$ cat src/rtl/sha2_stream_compress_if.sv
// Handshake/bus bundle for the SHA-2 streaming compression core.
// master = message source / digest sink, slave = the core.
interface sha2_stream_compress_if #(
  parameter int BLK_W = 8
) ();
  logic             start;
  logic             mode;
  logic [BLK_W-1:0] num_blocks;
  logic             abort;
  logic [31:0]      in_data;
  logic             in_valid;
  logic             in_ready;
  logic [255:0]     digest;
  logic             digest_valid;
  logic             digest_ready;
  logic [BLK_W-1:0] blk_count;
  logic             busy;
  logic             err;

  modport master (
    output start, mode, num_blocks, abort, in_data, in_valid, digest_ready,
    input  in_ready, digest, digest_valid, blk_count, busy, err
  );

  modport slave (
    input  start, mode, num_blocks, abort, in_data, in_valid, digest_ready,
    output in_ready, digest, digest_valid, blk_count, busy, err
  );
endinterface

$ cat src/rtl/sha2_stream_compress.sv
// SHA-256/SHA-224 streaming compression core: one round per cycle, words 0-15 taken
// straight from the input stream, words 16-63 expanded in a 16-entry rolling window.
module sha2_stream_compress #(
  parameter int BLK_W       = 8,
  parameter bit HOLD_DIGEST = 1'b1
) (
  input logic                   clk,
  input logic                   rst_n,
  sha2_stream_compress_if.slave bus
);

  typedef enum logic [2:0] {
    S_IDLE, S_INIT, S_RLOAD, S_REXT, S_UPDATE, S_DONE
  } state_t;

  localparam logic [31:0] IV256 [8] = '{
    32'h6a09e667, 32'hbb67ae85, 32'h3c6ef372, 32'ha54ff53a,
    32'h510e527f, 32'h9b05688c, 32'h1f83d9ab, 32'h5be0cd19
  };
  localparam logic [31:0] IV224 [8] = '{
    32'hc1059ed8, 32'h367cd507, 32'h3070dd17, 32'hf70e5939,
    32'hffc00b31, 32'h68581511, 32'h64f98fa7, 32'hbefa4fa4
  };
  localparam logic [31:0] K [64] = '{
    32'h428a2f98, 32'h71374491, 32'hb5c0fbcf, 32'he9b5dba5, 32'h3956c25b, 32'h59f111f1, 32'h923f82a4, 32'hab1c5ed5,
    32'hd807aa98, 32'h12835b01, 32'h243185be, 32'h550c7dc3, 32'h72be5d74, 32'h80deb1fe, 32'h9bdc06a7, 32'hc19bf174,
    32'he49b69c1, 32'hefbe4786, 32'h0fc19dc6, 32'h240ca1cc, 32'h2de92c6f, 32'h4a7484aa, 32'h5cb0a9dc, 32'h76f988da,
    32'h983e5152, 32'ha831c66d, 32'hb00327c8, 32'hbf597fc7, 32'hc6e00bf3, 32'hd5a79147, 32'h06ca6351, 32'h14292967,
    32'h27b70a85, 32'h2e1b2138, 32'h4d2c6dfc, 32'h53380d13, 32'h650a7354, 32'h766a0abb, 32'h81c2c92e, 32'h92722c85,
    32'ha2bfe8a1, 32'ha81a664b, 32'hc24b8b70, 32'hc76c51a3, 32'hd192e819, 32'hd6990624, 32'hf40e3585, 32'h106aa070,
    32'h19a4c116, 32'h1e376c08, 32'h2748774c, 32'h34b0bcb5, 32'h391c0cb3, 32'h4ed8aa4a, 32'h5b9cca4f, 32'h682e6ff3,
    32'h748f82ee, 32'h78a5636f, 32'h84c87814, 32'h8cc70208, 32'h90befffa, 32'ha4506ceb, 32'hbef9a3f7, 32'hc67178f2
  };

  function automatic logic [31:0] bsig0(input logic [31:0] x);
    return {x[1:0], x[31:2]} ^ {x[12:0], x[31:13]} ^ {x[21:0], x[31:22]};
  endfunction
  function automatic logic [31:0] bsig1(input logic [31:0] x);
    return {x[5:0], x[31:6]} ^ {x[10:0], x[31:11]} ^ {x[24:0], x[31:25]};
  endfunction
  function automatic logic [31:0] ssig0(input logic [31:0] x);
    return {x[6:0], x[31:7]} ^ {x[17:0], x[31:18]} ^ {3'b000, x[31:3]};
  endfunction
  function automatic logic [31:0] ssig1(input logic [31:0] x);
    return {x[16:0], x[31:17]} ^ {x[18:0], x[31:19]} ^ {10'b0, x[31:10]};
  endfunction

  state_t           state, state_nx;
  logic             mode_q;
  logic [BLK_W-1:0] nblk_q, blk_q;
  logic [5:0]       rnd_q;
  logic [31:0]      h_q [8];
  logic [31:0]      v_q [8];
  logic [31:0]      w_q [16];
  logic [255:0]     digest_q;
  logic             err_q;

  logic             in_ready;
  logic             do_round;
  logic             start_ok;
  logic             last_blk;
  logic [31:0]      w_t, t1, t2, ch, maj;
  logic [31:0]      h_sum [8];

  assign start_ok = bus.start && !bus.abort && (bus.num_blocks != '0);
  assign last_blk = (blk_q + BLK_W'(1)) == nblk_q;

  always_ff @(posedge clk or negedge rst_n) begin
    if (!rst_n) state <= S_IDLE;
    else        state <= state_nx;
  end

  always_comb begin
    state_nx = state;
    in_ready = 1'b0;
    do_round = 1'b0;
    case (state)
      S_IDLE:   if (start_ok) state_nx = S_INIT;
      S_INIT:   state_nx = S_RLOAD;
      S_RLOAD: begin
        in_ready = 1'b1;
        if (bus.in_valid) begin
          do_round = 1'b1;
          if (rnd_q == 6'd15) state_nx = S_REXT;
        end
      end
      S_REXT: begin
        do_round = 1'b1;
        if (rnd_q == 6'd63) state_nx = S_UPDATE;
      end
      S_UPDATE: state_nx = last_blk ? S_DONE : S_RLOAD;
      S_DONE:   if (!HOLD_DIGEST || bus.digest_ready) state_nx = S_IDLE;
      default:  state_nx = S_IDLE;
    endcase
    // abort overrides everything, including the word handshake of this cycle
    if (bus.abort && state != S_IDLE) begin
      state_nx = S_IDLE;
      in_ready = 1'b0;
      do_round = 1'b0;
    end
  end

  always_comb begin
    if (state == S_RLOAD) w_t = bus.in_data;
    else                  w_t = ssig1(w_q[14]) + w_q[9] + ssig0(w_q[1]) + w_q[0];
    ch  = (v_q[4] & v_q[5]) ^ (~v_q[4] & v_q[6]);
    maj = (v_q[0] & v_q[1]) ^ (v_q[0] & v_q[2]) ^ (v_q[1] & v_q[2]);
    t1  = v_q[7] + bsig1(v_q[4]) + ch + K[rnd_q] + w_t;
    t2  = bsig0(v_q[0]) + maj;
    for (int unsigned i = 0; i < 8; i++) h_sum[i] = h_q[i] + v_q[i];
  end

  always_ff @(posedge clk or negedge rst_n) begin
    if (!rst_n) begin
      mode_q   <= 1'b0;
      nblk_q   <= '0;
      blk_q    <= '0;
      rnd_q    <= '0;
      digest_q <= '0;
      err_q    <= 1'b0;
      for (int unsigned i = 0; i < 8; i++) begin
        h_q[i] <= IV256[i];
        v_q[i] <= '0;
      end
      for (int unsigned i = 0; i < 16; i++) w_q[i] <= '0;
    end else begin
      err_q <= (state == S_IDLE) && bus.start && !bus.abort && (bus.num_blocks == '0);
      if (bus.abort && state != S_IDLE) begin
        blk_q <= '0;
      end else begin
        case (state)
          S_IDLE: if (start_ok) begin
            mode_q <= bus.mode;
            nblk_q <= bus.num_blocks;
            blk_q  <= '0;
          end
          S_INIT: begin
            rnd_q <= '0;
            for (int unsigned i = 0; i < 8; i++) begin
              h_q[i] <= mode_q ? IV224[i] : IV256[i];
              v_q[i] <= mode_q ? IV224[i] : IV256[i];
            end
          end
          S_RLOAD, S_REXT: if (do_round) begin
            rnd_q <= rnd_q + 6'd1;
            for (int unsigned i = 0; i < 15; i++) w_q[i] <= w_q[i+1];
            w_q[15] <= w_t;
            v_q[7] <= v_q[6];
            v_q[6] <= v_q[5];
            v_q[5] <= v_q[4];
            v_q[4] <= v_q[3] + t1;
            v_q[3] <= v_q[2];
            v_q[2] <= v_q[1];
            v_q[1] <= v_q[0];
            v_q[0] <= t1 + t2;
          end
          S_UPDATE: begin
            blk_q <= blk_q + BLK_W'(1);
            rnd_q <= '0;
            for (int unsigned i = 0; i < 8; i++) h_q[i] <= h_sum[i];
            if (last_blk) begin
              if (mode_q)
                digest_q <= {h_sum[0], h_sum[1], h_sum[2], h_sum[3],
                             h_sum[4], h_sum[5], h_sum[6], 32'h0};
              else
                digest_q <= {h_sum[0], h_sum[1], h_sum[2], h_sum[3],
                             h_sum[4], h_sum[5], h_sum[6], h_sum[7]};
            end else begin
              for (int unsigned i = 0; i < 8; i++) v_q[i] <= h_sum[i];
            end
          end
          default: ;
        endcase
      end
    end
  end

  assign bus.in_ready     = in_ready;
  assign bus.digest       = digest_q;
  assign bus.digest_valid = (state == S_DONE);
  assign bus.blk_count    = blk_q;
  assign bus.busy         = (state != S_IDLE);
  assign bus.err          = err_q;

endmodule
$ cat src/flat_wrapper.sv
// flat-port wrapper written by rule: the top's interface ports become plain ports
module sha2_stream_compress_flat 
#(
  parameter int BLK_W       = 8,
  parameter bit HOLD_DIGEST = 1'b1
)
  (clk, rst_n, bus_start, bus_mode, bus_num_blocks, bus_abort, bus_in_data, bus_in_valid, bus_digest_ready, bus_in_ready, bus_digest, bus_digest_valid, bus_blk_count, bus_busy, bus_err);
  sha2_stream_compress_if #(.BLK_W(BLK_W)) bus_i ();
  input logic clk;
  input logic rst_n;
  input wire logic [$bits(bus_i.start)-1:0] bus_start;
  input wire logic [$bits(bus_i.mode)-1:0] bus_mode;
  input wire logic [$bits(bus_i.num_blocks)-1:0] bus_num_blocks;
  input wire logic [$bits(bus_i.abort)-1:0] bus_abort;
  input wire logic [$bits(bus_i.in_data)-1:0] bus_in_data;
  input wire logic [$bits(bus_i.in_valid)-1:0] bus_in_valid;
  input wire logic [$bits(bus_i.digest_ready)-1:0] bus_digest_ready;
  output wire logic [$bits(bus_i.in_ready)-1:0] bus_in_ready;
  output wire logic [$bits(bus_i.digest)-1:0] bus_digest;
  output wire logic [$bits(bus_i.digest_valid)-1:0] bus_digest_valid;
  output wire logic [$bits(bus_i.blk_count)-1:0] bus_blk_count;
  output wire logic [$bits(bus_i.busy)-1:0] bus_busy;
  output wire logic [$bits(bus_i.err)-1:0] bus_err;
  assign bus_i.start = bus_start;
  assign bus_i.mode = bus_mode;
  assign bus_i.num_blocks = bus_num_blocks;
  assign bus_i.abort = bus_abort;
  assign bus_i.in_data = bus_in_data;
  assign bus_i.in_valid = bus_in_valid;
  assign bus_i.digest_ready = bus_digest_ready;
  assign bus_in_ready = bus_i.in_ready;
  assign bus_digest = bus_i.digest;
  assign bus_digest_valid = bus_i.digest_valid;
  assign bus_blk_count = bus_i.blk_count;
  assign bus_busy = bus_i.busy;
  assign bus_err = bus_i.err;
  sha2_stream_compress #(.BLK_W(BLK_W), .HOLD_DIGEST(HOLD_DIGEST)) u_core (.clk(clk), .rst_n(rst_n), .bus(bus_i));
endmodule
$ cat config.mk
export PLATFORM = sky130hd
export DESIGN_NAME = sha2_stream_compress_flat
export DESIGN_NICKNAME = d
export VERILOG_FILES = /design/src/rtl/sha2_stream_compress_if.sv /design/src/rtl/sha2_stream_compress.sv /design/src/flat_wrapper.sv
export SDC_FILE = /design/constraint.sdc
export NUM_CORES = 2
export LEC_CHECK = 0
export ABC_AREA = 1
export BUFFER_PORTS_ARGS = -buffer_cell sky130_fd_sc_hd__clkbuf_2
export CORE_AREA = 2 2 413 415
export DETAILED_ROUTE_END_ITERATION = 6
export DIE_AREA = 0 0 415 417
export PLACE_DENSITY = 0.64
export SLEW_MARGIN = 0
export SYNTH_ARGS = -nofsm -noshare
export SYNTH_HDL_FRONTEND = slang
export SYNTH_SLANG_ARGS = --single-unit
$ cat constraint.sdc
create_clock -name clk -period 10.7 [get_ports clk]
set_input_delay 2.14 -clock clk [delete_from_list [all_inputs] [get_ports clk]]
set_output_delay 2.14 -clock clk [all_outputs]
set_load 0.05 [all_outputs]
==> results.yml <==
logic_synthesis:
  synth_ff_type: "dfrtp_1"
  synth.avg_cell_area_um2: 7.97
  async_flop_share: 1.00
  synth_edf_count: 0
  syn_nets: 10700
  netlist_instances: 10100
  synth_top_area_share: 0.364
  ys_seq_area_frac: 0.408
  yosysWarnings: 0
  synth_top_cell_by_area: "dfrtp_1"
  ys_types: 62
  synth_area_um2: 80500
  synthTopCellsByArea: "dfrtp_1 (36%), nand2_1 (11%), o21ai_0 (6.4%), ha_1 (6.2%), inv_1 (5.4%)"
  synth-seq-cells: 1307
status:
  violations: "design-rule violations"
  status: "finished, violations left"
drt:
  routed_wl_um: 319000
  via_per_inst: 5.69
  drc: 2
  drt_iter0_drc: 7124
  ant_nets: 0
  vias: 71800
  detail_route.wl_per_cell_um: 25.3
  dr.pass1.iters: 7
critical_path:
  worst_path_max_delay_cell: "o21ai_0"
  arrival_ns: 10.30
  path_max_fanout: 6
  end_kind: "register"
  start_kind: "register"
  worstPathRequired_ns: 11.37
  worstSetupPathType: "register to register"
  path_common_cell: "nand2_1"
  cp_slowest_stage_delay_ns: 0.56
sta:
  hold_viol_final: 0
  worst_slack_ns: 1.07
  slew_violations: 0
  period_share: 0.900
  max_freq_ghz: 0.104
  rsz0062_at_grt: "false"
  timing.slew.headroom: 0.140
  fin_skew_ns: 0.0664
  fin_crit_ns: 9.63
  whs_ns: 0.465
  fin_tns_setup_ns: 0
  setup_viol: 0
  tightest_slew_ns: 1.28
cells_and_area:
  nNetsFinal: 10900
  nFillCells: 16100
  drive_gt1_frac: 0.0931
  fin_cells: 12600
  area_delta_synth_final_pct: 11.6
cts:
  cts.sinks: 1307
  cts_buffers: 149
  cts_resized: 0
  clk_latency_ns: 0.85
  clockRootBuffer: "clkbuf_16"
  postCtsSetupBuffers: 0
  cts_tree: "built"
  cts_max_path_buffers: 3
  ctsHtreeMaxLevel: 4
  cts_hold_buf: 0
  path_clk_slew_ns: 0.06
place:
  pre_cts_slack_ns: 1.32
  dp_hpwl_um: 244000
  gp_congestion: 1.02
  dp_cells: 12300
  portBuffers: 314
global_routing:
  grt_use_total: 0.365
  antenna_found_initial: 16
  grt_max_degree: 238
  grt-ovfl-total: 0
  grt_pass1_wl_um: 468000
  first_global_vias: 69700
floorplanning:
  fp.dieH_um: 417
  die-area_um2: 173000
  core_area_um2: 169000
  num_rows: 151
  initial_core_util: 0.478
  dieWidth_um: 415
  ios: 315
min_path:
  min_path_type: "register to register"
flow_run:
  cap_violations: 0
[metal layers]
layer,track usage,share of wire
met3,0.0567,0.068
met2,0.572,0.45
met4,0.198,0.063
met5,0,0.00051
met1,0.486,0.42
[metrics by stage]
step	utilization	area, um^2
floorplan	-	80500
global placement	0.502	84500
detailed placement	0.502	84500
CTS	0.533	89800
global route	0.533	89900
finish	0.533	89900
[flip-flops by register name (all words and copies together) (netlist names)]
name / flops
u_core.w_q: 512
u_core.bus.digest: 256
u_core.h_q: 256
u_core.v_q: 256
u_core.bus.blk_count: 8
u_core.nblk_q: 8
u_core.rnd_q: 6
u_core.state: 3
u_core.bus.err: 1
u_core.mode_q: 1
[worst max-delay path, delay by kind of cell (launching register included)]
| kind | cells | cell delay (ns) |
|---|---|---|
| flops | 1 | 0.47 |
| fa+ha+maj | 8 | 3.60 |
| simple gates | 20 | 2.31 |
| buf+inv | 6 | 0.37 |
| compound gates | 9 | 1.94 |
| xor+xnor | 3 | 0.73 |
[cell families (layout without fill, tap and decap cells)]
logic type      count (synthesis)  count (layout)  synth area share
fa+ha+maj                     612             612             0.113
compound gates               2455            2455             0.167
simple gates                 3568            3568             0.176
other cells                     0               7                 0
flops                        1307            1307             0.408
buf+inv                      1629            1921            0.0775
mux                            17              17           0.00235
xor+xnor                      512             512            0.0557
[cell usage in the layout (no fill, tap or decap), drive strengths merged, types with 20 or more instances in the layout]
| master | Yosys | layout |
|---|---|---|
| a21oi | 836 | 836 |
| fa | 195 | 195 |
| nand4 | 44 | 44 |
| nor3 | 69 | 69 |
| a21o | 52 | 52 |
| nand2 | 2341 | 2341 |
| dfstp | 136 | 136 |
| dfrtp | 1171 | 1171 |
| inv | 1159 | 1166 |
| a221oi | 20 | 20 |
| clkbuf | 348 | 526 |
| a211oi | 21 | 21 |
| a31oi | 172 | 172 |
| ha | 402 | 402 |
| o21bai | 58 | 58 |
| o22ai | 35 | 35 |
| xnor2 | 199 | 199 |
| buf | 119 | 173 |
| o21ai | 1102 | 1102 |
| xor2 | 313 | 313 |
| nor2 | 778 | 778 |
| clkinv | 3 | 32 |
| a22oi | 28 | 28 |
| nand3 | 240 | 240 |
| or2 | 55 | 55 |
[layout make-up]
type | instances | area, um^2 | share of cell area
clock inverter | 60 | 1020 | 0.0113
tap | 2218 | 2780 | 0.0309
timing repair buffer | 486 | 3030 | 0.0337
antenna | 7 | 17.5 | 0.000195
inverter | 1162 | 4390 | 0.0489
sequential | 1307 | 32900 | 0.366
multi-input combinational | 7164 | 41500 | 0.462
clock buffer | 213 | 4280 | 0.0476
[synthesized netlist by cell type (136+ instances only)]
cell type  number
dfrtp_1      1171
a21oi_1       835
inv_1        1148
a31oi_1       172
ha_1          402
xnor2_1       199
nand2_1      2338
xor2_1        313
o21ai_0      1025
fa_1          195
nor2_1        774
dfstp_2       136
nand3_1       240
clkbuf_1      348
[worst paths after layout]
path / startpoint / slack, ns / endpoint / cells after the start
setup reg to reg: u_core.w_q[454] / 1.07 / u_core.v_q[252] / 46
hold / removal: u_core.w_q[69] / 0.47 / u_core.w_q[101] / 2
max in group asynchronous: rst_n / 7.00 / u_core.bus.digest[106] / 3
hold reg to reg: u_core.w_q[69] / 0.47 / u_core.w_q[101] / 2
min in group asynchronous: rst_n / 1.29 / u_core.w_q[306] / 1
setup / recovery: u_core.w_q[454] / 1.07 / u_core.v_q[252] / 46
Power is left out: the tool's default activity adds up to more than one toggle a clock period on the data nets, which glitch-free logic cannot reach.
